--- src/rtl/sub16_nibble_serial_if.sv ---
// sub16_nibble_serial_if: operand/result handshake bundle for the serial subtractor.
// SUB_OVF_EN adds the signed-overflow flag.
interface sub16_nibble_serial_if #(parameter int DATA_W = 16);
    logic              in_valid;
    logic              in_ready;
    logic [DATA_W-1:0] a;
    logic [DATA_W-1:0] b;
    logic              b_in;
    logic              out_valid;
    logic              out_ready;
    logic [DATA_W-1:0] diff;
    logic              b_out;
`ifdef SUB_OVF_EN
    logic              ovf;
`endif
    modport master (
        output in_valid, a, b, b_in, out_ready,
        input  in_ready, out_valid, diff, b_out
`ifdef SUB_OVF_EN
        , input ovf
`endif
    );
    modport slave (
        input  in_valid, a, b, b_in, out_ready,
        output in_ready, out_valid, diff, b_out
`ifdef SUB_OVF_EN
        , output ovf
`endif
    );
endinterface

--- src/rtl/sub16_nibble_serial.sv ---
// sub16_nibble_serial: a - b - b_in computed one SLICE_W slice per clock, LSB first.
// SUB_OVF_EN adds a registered signed-overflow output.
module sub16_nibble_serial #(
    parameter int DATA_W  = 16,
    parameter int SLICE_W = 4
) (
    input logic                   clk,
    input logic                   rst,
    sub16_nibble_serial_if.slave  bus
);
    localparam int NSLICE = DATA_W / SLICE_W;
    localparam int CW     = (NSLICE > 1) ? $clog2(NSLICE) : 1;
    typedef enum logic [1:0] {IDLE, RUN, DONE} state_t;
    state_t            state;
    logic [DATA_W-1:0] a_r, b_r, diff_r;
    logic [CW-1:0]     cnt;
    logic              borrow, b_out_r, in_ready_r, out_valid_r;
    logic [SLICE_W:0]  sub;
`ifdef SUB_OVF_EN
    logic              a_msb, b_msb, ovf_r;
    assign bus.ovf = ovf_r;
`endif
    // operands shift right each cycle, so the current slice is always the low slice
    assign sub = {1'b0, a_r[SLICE_W-1:0]} - {1'b0, b_r[SLICE_W-1:0]} - (SLICE_W+1)'(borrow);
    assign bus.in_ready  = in_ready_r;
    assign bus.out_valid = out_valid_r;
    assign bus.diff      = diff_r;
    assign bus.b_out     = b_out_r;
    always_ff @(posedge clk) begin
        if (rst) begin
            state       <= IDLE;
            in_ready_r  <= 1'b1;
            out_valid_r <= 1'b0;
            diff_r      <= '0;
            b_out_r     <= 1'b0;
            cnt         <= '0;
            borrow      <= 1'b0;
            a_r         <= '0;
            b_r         <= '0;
`ifdef SUB_OVF_EN
            a_msb       <= 1'b0;
            b_msb       <= 1'b0;
            ovf_r       <= 1'b0;
`endif
        end else begin
            case (state)
                IDLE: if (bus.in_valid) begin
                    a_r        <= bus.a;
                    b_r        <= bus.b;
                    borrow     <= bus.b_in;
                    cnt        <= '0;
                    in_ready_r <= 1'b0;
                    state      <= RUN;
`ifdef SUB_OVF_EN
                    a_msb      <= bus.a[DATA_W-1];
                    b_msb      <= bus.b[DATA_W-1];
`endif
                end
                RUN: begin
                    a_r    <= a_r >> SLICE_W;
                    b_r    <= b_r >> SLICE_W;
                    diff_r <= DATA_W'({sub[SLICE_W-1:0], diff_r} >> SLICE_W);
                    borrow <= sub[SLICE_W];
                    cnt    <= cnt + CW'(1);
                    if (cnt == CW'(NSLICE - 1)) begin
                        state       <= DONE;
                        out_valid_r <= 1'b1;
                        b_out_r     <= sub[SLICE_W];
`ifdef SUB_OVF_EN
                        ovf_r       <= (a_msb ^ b_msb) & (a_msb ^ sub[SLICE_W-1]);
`endif
                    end
                end
                DONE: if (bus.out_ready) begin
                    state       <= IDLE;
                    out_valid_r <= 1'b0;
                    in_ready_r  <= 1'b1;
                end
                default: state <= IDLE;
            endcase
        end
    end
endmodule

--- src/flat_wrapper.sv ---
// flat-port wrapper written by rule: the top's interface ports become plain ports
module sub16_nibble_serial_flat 
#(
    parameter int DATA_W  = 16,
    parameter int SLICE_W = 4
)
  (clk, rst, bus_in_valid, bus_a, bus_b, bus_b_in, bus_out_ready, bus_in_ready, bus_out_valid, bus_diff, bus_b_out);
  sub16_nibble_serial_if #(.DATA_W(DATA_W)) bus_i ();
  input logic clk;
  input logic rst;
  input wire logic [$bits(bus_i.in_valid)-1:0] bus_in_valid;
  input wire logic [$bits(bus_i.a)-1:0] bus_a;
  input wire logic [$bits(bus_i.b)-1:0] bus_b;
  input wire logic [$bits(bus_i.b_in)-1:0] bus_b_in;
  input wire logic [$bits(bus_i.out_ready)-1:0] bus_out_ready;
  output wire logic [$bits(bus_i.in_ready)-1:0] bus_in_ready;
  output wire logic [$bits(bus_i.out_valid)-1:0] bus_out_valid;
  output wire logic [$bits(bus_i.diff)-1:0] bus_diff;
  output wire logic [$bits(bus_i.b_out)-1:0] bus_b_out;
  assign bus_i.in_valid = bus_in_valid;
  assign bus_i.a = bus_a;
  assign bus_i.b = bus_b;
  assign bus_i.b_in = bus_b_in;
  assign bus_i.out_ready = bus_out_ready;
  assign bus_in_ready = bus_i.in_ready;
  assign bus_out_valid = bus_i.out_valid;
  assign bus_diff = bus_i.diff;
  assign bus_b_out = bus_i.b_out;
  sub16_nibble_serial #(.DATA_W(DATA_W), .SLICE_W(SLICE_W)) u_core (.clk(clk), .rst(rst), .bus(bus_i));
endmodule
--- config.mk ---
export PLATFORM = sky130hd
export DESIGN_NAME = sub16_nibble_serial_flat
export DESIGN_NICKNAME = d
export VERILOG_FILES = /design/src/rtl/sub16_nibble_serial_if.sv /design/src/rtl/sub16_nibble_serial.sv /design/src/flat_wrapper.sv
export SDC_FILE = /design/constraint.sdc
export NUM_CORES = 1
export LEC_CHECK = 0
export CAP_MARGIN = 20
export CORE_ASPECT_RATIO = 0.5
export CORE_MARGIN = 1.5
export CORE_UTILIZATION = 30
export CTS_BUF_LIST = sky130_fd_sc_hd__clkbuf_16
export DETAILED_ROUTE_END_ITERATION = 6
export DONT_BUFFER_PORTS = 1
export MAX_ROUTING_LAYER = met4
export SETUP_SLACK_MARGIN = 0.02
export SYNTH_ARGS = -nofsm -noshare
export SYNTH_HDL_FRONTEND = slang
export SYNTH_SLANG_ARGS = --single-unit
--- constraint.sdc ---
create_clock -name clk -period 3.1 [get_ports clk]
set_clock_uncertainty 0.05 [all_clocks]
set_input_delay 0.775 -clock clk [delete_from_list [all_inputs] [get_ports clk]]
set_output_delay 0.775 -clock clk [all_outputs]
set_load 0.01 [all_outputs]
**Word level (Yosys, flattened, before mapping)**

Cells that the tools add are included.

- Register bits after elaboration: 56
- Input port bits: 37
- Output and inout bits: 19
- Word-level logic and storage cells: 45

- $add $sub $neg: 3
- Equal/unequal tests: 6
- Mux-type cells: 18
- Reduce and logical (&&, ||, !) cells: 9

Operators with widths:

| cell | count |
|---|---|
| $pmux W16 S2 | 2 |
| $mux W16 | 2 |
| $reduce_and A3 Y1 | 3 |
| $mux W2 | 4 |
| $pmux W1 S2 | 3 |
| $pmux W2 S3 | 1 |
| $reduce_bool A2 Y1 | 3 |
| $mux W1 | 5 |
| $sub A4 B4 Y5 | 1 |
| $sub A5 B1 Y5 | 1 |
| $eq A2 B2 Y1 const B | 2 |
| $ne A2 B2 Y1 const B | 2 |
| $pmux W2 S2 | 1 |
| $reduce_and A2 Y1 | 2 |
| $add A2 B1 Y2 const B | 1 |
| $eq A2 B1 Y1 const B | 1 |
| $logic_not A2 Y1 | 1 |
| $ne A2 B1 Y1 const B | 1 |

**Logic depth before layout (Yosys ltp)**

Gate-level depths: netlist (run 1).

- Depth in word-level cells: 3
- Gate-level depth with buffers: 9
- Gate-level depth less buffers: 9

**Least setup slack after synthesis (run 1)**

No wires, ideal clock.

- Path kind: register to register
- Start point: register u_core.borrow
- End point: register u_core.borrow
- Library setup time: 0.135 ns
- Arrival time: 2.261 ns
- Data required time: 2.915 ns
- Setup slack: 0.653 ns
- Cell stages (with the launch flop): 10
- Buffers on the path: 0
- Clock period less this slack: 2.447 ns
- Cells stage by stage: dfxtp_1 -> inv_1 -> fa_1 -> inv_1 -> ha_1 -> or2_2 -> fa_1 -> nor2b_1 -> a2bb2oi_1 -> a311oi_2

- Longest elaborated chain between the ends: 2

RTL lines:

| element | RTL line | text |
|---|---|---|
| start: declaration | sub16_nibble_serial.sv:17 | `logic borrow, b_out_r, in_ready_r, out_valid_r;` |
| start signal: assignment | sub16_nibble_serial.sv:50 | `borrow <= bus.b_in;` |
| start signal: assignment | sub16_nibble_serial.sv:63 | `borrow <= sub[SLICE_W];` |
| $sub A5 B1 Y5 | sub16_nibble_serial.sv:24 | `assign sub = {1'b0, a_r[SLICE_W-1:0]} - {1'b0, b_r[SLICE_W-1:0]} - (SLICE_W+1)'(borrow);` |
| $pmux W1 S2 | sub16_nibble_serial.sv:46 | `case (state)` |

No other way between the ends.
A chain may end at the register's enable or synchronous reset.

**Worst setup path in the final report (run 1)**

Ends and elaborated chain as after synthesis.

==> metrics, run 1 <==
status=finished clean; Worst-path clk slew=0.07 ns; total global routing track utilization=between 10% and 20%; CP max stage delay=about 0.56 ns; Worst Hold Class=register to register; Cell Area, Synth=roughly 0.0027 sq mm; setup fix buffers added after clock tree synthesis=0; Die X=~140 um; Reg-to-Reg End=u_core.borrow; relative slew slack=31.8%; worst slew pin tran=between 1 and 1.5 ns; final hold vios=0; critical path arrival=2.71 ns; Die Y-Extent=70.2 um; Final HPWL DP=3.93 mm; cts-stage hold buffer count=0; most frequent cell after synthesis=dfxtp_1; met2 routed WL=around 2.7 mm; final hold slack=about 0.42 ns; Ys Warns=0; # Max-Cap Violations=0; Vias=2053; cts repair resizes=0; #FFs+latches synth=56; post-synthesis cell type count=36; P_leak=about 0.0011 uW; Syn Area/Cell=between 8 and 9 sq um; R2R cell count=9; total gr overflow=0; CTS tree=built; DR WL met3=between 300 and 400 um; Synthesized Nets=371; Setup TNS Final=0 ns; DR DRC count=0; Final ANT Viol Nets=0; Cells after Synth=325; # IOs=56; CP Launch Type=register; H-tree depth=2; Final Max Slew Viols=0; router iterations before antenna repair=4; worst hold stages=2; row cnt=24; Peak VDD IR=~270 uV; fraction of layout cells with a size suffix above 1=5.47%; Seq/Total Area, Yosys=41.4%; CP required=3.22 ns; Buffers on Ports=0; slowest CP cell=fa_1; most frequent cells after synthesis=56 x dfxtp_1, 43 x a21oi_1, 34 x nor2_1; min Tclk post-route=between 2 and 3 ns; Clock Path Buffers=2; Vias/cell=4.74; unrepaired setup endpoints after global routing=no; Hold Path End=u_core.a_r[2]; Cell Chain, Critical Path=inv_1, fa_1, inv_1, ha_1, or2_2, fa_1, nor2b_1, a2bb2oi_1, a311oi_2; PwrDens=544 mW/mm^2; synth top area cells=dfxtp_1 41%, a21oi_1 7.9%, or3b_1 7.8%, nand2b_1 6.7%, nor2_1 4.7%; final estimated routing congestion in global placement=0.724; initial antenna violation count=5; most area-hungry cell type in the Yosys netlist=dfxtp_1; CTS sink count=56; Starting Density=31.0%; number of synthesized flops with an enable pin=0; core box area=0.00874 sq mm; Inserted Clock Buffers=5; critical path type=register to register; Root Buffer=clkbuf_16; Highest Signal Layer=met4; die area=0.00965 sq mm; first-pass GRT wire length=9.99 mm; vias in the first global route=just over 2000; DR iter-0 viols=123; Max Fanout on Critical Path=2; Most used DFF post-synth=dfxtp_1; post-synth top area share=approximately two fifths; R2R Path Start=u_core.borrow; crit share post-route=83.6%; worst-skew pair later-pin latency=0.30 ns; flop-to-flop setup slack=0.51 ns; min-delay src=u_core.a_r[2]; DRT met1 WL=2.76 mm; Nets=356; Worst setup EP type=register; largest net degree at the start of global routing=59; asr flop ratio synth=0%; fmax=0.386 GHz; WL final=~5.9 mm; final setup violation count=0; Area Overhead vs Synth=7.71%; routed len/inst=13.6 um
-- state kept, by name, summed over array words and instances, names as in the netlist --
register	cells
u_core.state	2
u_core.bus.out_valid	1
u_core.a_r	16
u_core.bus.b_out	1
u_core.b_r	16
u_core.cnt	2
u_core.borrow	1
u_core.bus.diff	16
u_core.bus.in_ready	1
-- where the power goes --
part	total [uW]	internal (uW)	switching (uW)
combinational	234	112	122
clock	548	294	254
sequential	806	770	36.1
-- metrics by stage --
stage                     cells  power (uW)  cell area [sq um]  setup slack [ns]  utilization, %
final                       433        1590               2920             0.508            33.4
after global routing        433        1690               2920             0.338            33.4
after CTS                   428        1610               2910             0.506            33.3
after detailed placement    420        1060               2770             0.511            31.7
after global placement      420        1060               2770             0.563            31.7
after floorplan             325        1030               2710             0.653               -
-- logic make-up (layout without fill, tap and decap cells) --
group | Yosys count | count (layout) | share of synthesized area (%)
buf+inv | 35 | 21 | 5.73
mux | 1 | 1 | 0.554
other cells | 0 | 5 | 0
fa+ha+maj | 9 | 9 | 4.71
xor+xnor | 2 | 2 | 0.646
simple gates | 150 | 150 | 30.6
compound gates | 72 | 72 | 16.4
flops | 56 | 56 | 41.4
-- critical path: cells and delay by family, from the launching register on --
kind,cells,cell delay (ns)
adder cells (fa/ha/maj),3,1.14
flip-flops,1,0.31
AO/OA/AOI/OAI,2,0.38
AND/OR/NAND/NOR,2,0.46
buffers and inverters,2,0.12
-- cell usage in the layout, fill, tap and decap left out, types with 8 or more instances in the layout --
master / Yosys / routed
or3b_1: 24 / 24
dfxtp_1: 56 / 55
a21oi_1: 43 / 43
inv_1: 9 / 10
nand2_1: 30 / 30
nor2_1: 34 / 34
nand2b_1: 29 / 29
nor3_1: 21 / 21
a211oi_1: 8 / 8
-- how the worst max path moves through the flow --
stage	slack, ns	start	cells after the start	endpoint
6_report	0.51	u_core.borrow	9	u_core.borrow
5_1_grt	0.34	u_core.borrow	9	u_core.borrow
4_1_cts	0.51	u_core.borrow	9	u_core.borrow
3_5_place_dp	0.51	u_core.borrow	9	u_core.bus.b_out
3_3_place_gp	0.56	u_core.borrow	9	u_core.borrow
2_1_floorplan	0.65	u_core.borrow	9	u_core.borrow
-- layer usage --
| metal | up-vias | global-route usage [%] |
|---|---|---|
| met5 | - | - |
| met4 | 0 | 3.86 |
| met3 | 9 | 5.08 |
| met2 | 36 | 21.3 |
| met1 | 930 | 16.4 |
| li1 | 1078 | - |
-- final cells by class --
type | instances | area [sq um]
fillers | 923 | 5820
multi-input cells | 234 | 1430
flip-flops and latches | 56 | 1120
well taps | 117 | 146
clock buffers | 5 | 125
inverters | 9 | 33.8
repair buffers | 4 | 30.0
clock inverters | 3 | 15.0
diodes | 5 | 12.5
Power figures use the tool's default switching activity.
==> run 2, diff against run 1 <==
==> constraint.sdc (replaced) <==
create_clock -name clk -period 2.4 [get_ports clk]
set_clock_uncertainty 0.05 [all_clocks]
set_input_delay 0.6 -clock clk [delete_from_list [all_inputs] [get_ports clk]]
set_output_delay 0.6 -clock clk [all_outputs]
set_load 0.01 [all_outputs]
==> metrics, run 2 (synthesized netlist as in run 1, its figures left out) <==
status=finished clean (unchanged); final hold vios=0 (unchanged); DR DRC count=0 (unchanged); Final HPWL DP=4.09 mm (was 3.93 mm); first-pass GRT wire length=9.86 mm (was 9.99 mm); min-delay src=rst (was u_core.a_r[2]); crit share post-route=95.5% (was 83.6%); slowest CP cell=fa_1 (unchanged); met3 usage=4.94% (was 5.08%); Buffers on Ports=0 (unchanged); PwrDens=714 mW/mm^2 (was 544 mW/mm^2); instance count on the critical path=8 (was 9); busiest grt layer=met2 (unchanged); die area=0.00965 sq mm (unchanged); Buf/Inv on CP=1 (was 2); core box area=0.00874 sq mm (unchanged); total global routing track utilization=13.7% (was 13.6%); CP max stage delay=0.55 ns (was 0.56 ns); setup fix buffers added after clock tree synthesis=0 (unchanged); design area=0.00298 sq mm (was 0.00292 sq mm); critical path type=register to register (unchanged); R2R Path Start=u_core.a_r[0] (was u_core.borrow); min Tclk post-route=2.29 ns (was 2.59 ns); Starting Density=31.0% (unchanged); flop-to-flop setup slack=0.11 ns (was 0.51 ns); Critical Path Sink=u_core.borrow (unchanged); Area Overhead vs Synth=9.97% (was 7.71%); fmax=0.436 GHz (was 0.386 GHz); P_leak=0.00110 uW (was 0.00107 uW); vias in the first global route=1918 (was 2038); fraction of layout cells with a size suffix above 1=9.87% (was 5.47%); relative slew slack=67.0% (was 31.8%); Worst setup EP type=register (unchanged); DR iter-0 viols=138 (was 123); Fill cells=940 (was 923); critical path arrival=2.45 ns (was 2.71 ns); Nets=359 (was 356); Peak VDD IR=250 uV (was 266 uV); total gr overflow=0 (unchanged); register area=0.00113 sq mm (was 0.00112 sq mm); commonest non-fill, non-tap cell in the layout=dfxtp_1 (unchanged); placed cell areas=0.00281 sq mm (was 0.00277 sq mm); WL final=6.23 mm (was 5.91 mm); Inserted Clock Buffers=5 (unchanged); final estimated routing congestion in global placement=0.733 (was 0.724); CP required=2.56 ns (was 3.22 ns); final setup violation count=0 (unchanged); Root Buffer=clkbuf_16 (unchanged); unrepaired setup endpoints after global routing=yes (was no); routed len/inst=14.4 um (was 13.6 um); Worst-path clk slew=0.07 ns (about the same); router iterations before antenna repair=4 (unchanged); Worst Setup SP=u_core.a_r[0] (was u_core.borrow); worst-skew pair later-pin latency=0.30 ns (about the same); CTS tree=built (unchanged); H-tree depth=2 (unchanged); CTS sink count=56 (unchanged); met2 global-route usage=20.3% (was 21.3%); initial antenna violation count=2 (was 5); R2R cell count=8 (was 9); Max Fanout on Critical Path=2 (unchanged); CP Launch Type=register (unchanged); grt met1 use=17.3% (was 16.4%); area of the multi-input gates=0.00146 sq mm (was 0.00143 sq mm); commonest cells after routing, fill and taps aside=52 x dfxtp_1, 43 x a21oi_1, 34 x nor2_1 (was 55 x dfxtp_1, 43 x a21oi_1, 34 x nor2_1); Reg-to-Reg End=u_core.borrow (unchanged); # Max-Cap Violations=0 (unchanged); Vias=2114 (was 2053); Die Y-Extent=70.2 um (unchanged); Clock Path Buffers=2 (unchanged); Worst Hold Class=input port to register (was register to register); row cnt=24 (unchanged); Setup TNS Final=0 ns (unchanged); Die X=137 um (unchanged); worst slew pin tran=0.494 ns (was 1.02 ns); largest net degree at the start of global routing=60 (was 59); Final ANT Viol Nets=0 (unchanged); Vias/cell=4.88 (was 4.74); delay-heaviest family, CP=adder cells (unchanged); Cell Chain, Critical Path=fa_1, inv_1, ha_2, or2_4, fa_2, nor2b_4, o21ai_2, a311oi_2 (was inv_1, fa_1, inv_1, ha_1, or2_2, fa_1, nor2b_1, a2bb2oi_1, a311oi_2); # IOs=56 (unchanged); Final Max Slew Viols=0 (unchanged)
[run 2: cell types whose count changed in the layout (fill, tap and decap cells not counted), sizes merged]
cell,delta
buf,+3
diode,-3
[run 2: power breakdown]
group / internal (uW) / switching, uW
registers: 995 / 47.3
clock network: 387 / 362
logic: 166 / 171
total: 1550 / 581
[run 2: through the flow]
step	hold slack [ns]	util, %	worst slack [ns]	total power, uW	cells
6_report	0.316	34.1	0.108	2130	433
4_1_cts	0.305	34.0	0.0305	2150	431
2_1_floorplan	0.391	-	0.0441	1340	325
3_5_place_dp	0.405	32.2	-0.0541	1390	423
3_3_place_gp	0.402	32.2	-0.0192	1390	423
5_1_grt	0.301	34.1	-0.00403	2230	433
[run 2: layout make-up]
class,instances,area share [%]
Clock buffer,5,4.20
Timing Repair Buffer,7,2.18
Multi-Input combinational cell,234,49.0
Sequential cell,56,37.8
Inverter,9,1.13
Antenna cell,2,0.168
Clock inverter,3,0.672
Tap cell,117,4.91
[run 2: worst min path at each step]
| stage | endpoint | depth (start not counted) |
|---|---|---|
| after floorplan | u_core.a_r[2] | 2 |
| after detailed placement | u_core.a_r[3] | 2 |
| final | u_core.bus.diff[6] | 1 |
| after global placement | u_core.a_r[3] | 2 |
| after CTS | u_core.bus.diff[2] | 1 |
| after global routing | u_core.bus.diff[5] | 1 |
[run 2: metal layers]
| layer | vias to the layer above | share of wire, % |
|---|---|---|
| met2 | 40 | 44 |
| met3 | 8 | 6.5 |
| li1 | 1081 | - |
| met5 | - | 0 |
| met4 | 0 | 1.4 |
| met1 | 985 | 48 |
[run 2: what timing repair did]
| item | CTS | global route |
|---|---|---|
| resized for setup | 6 | 3 |
| setup endpoints to repair | 3 | 3 |
| pin swaps | 4 | 5 |
| hold buffers | 0 | 0 |
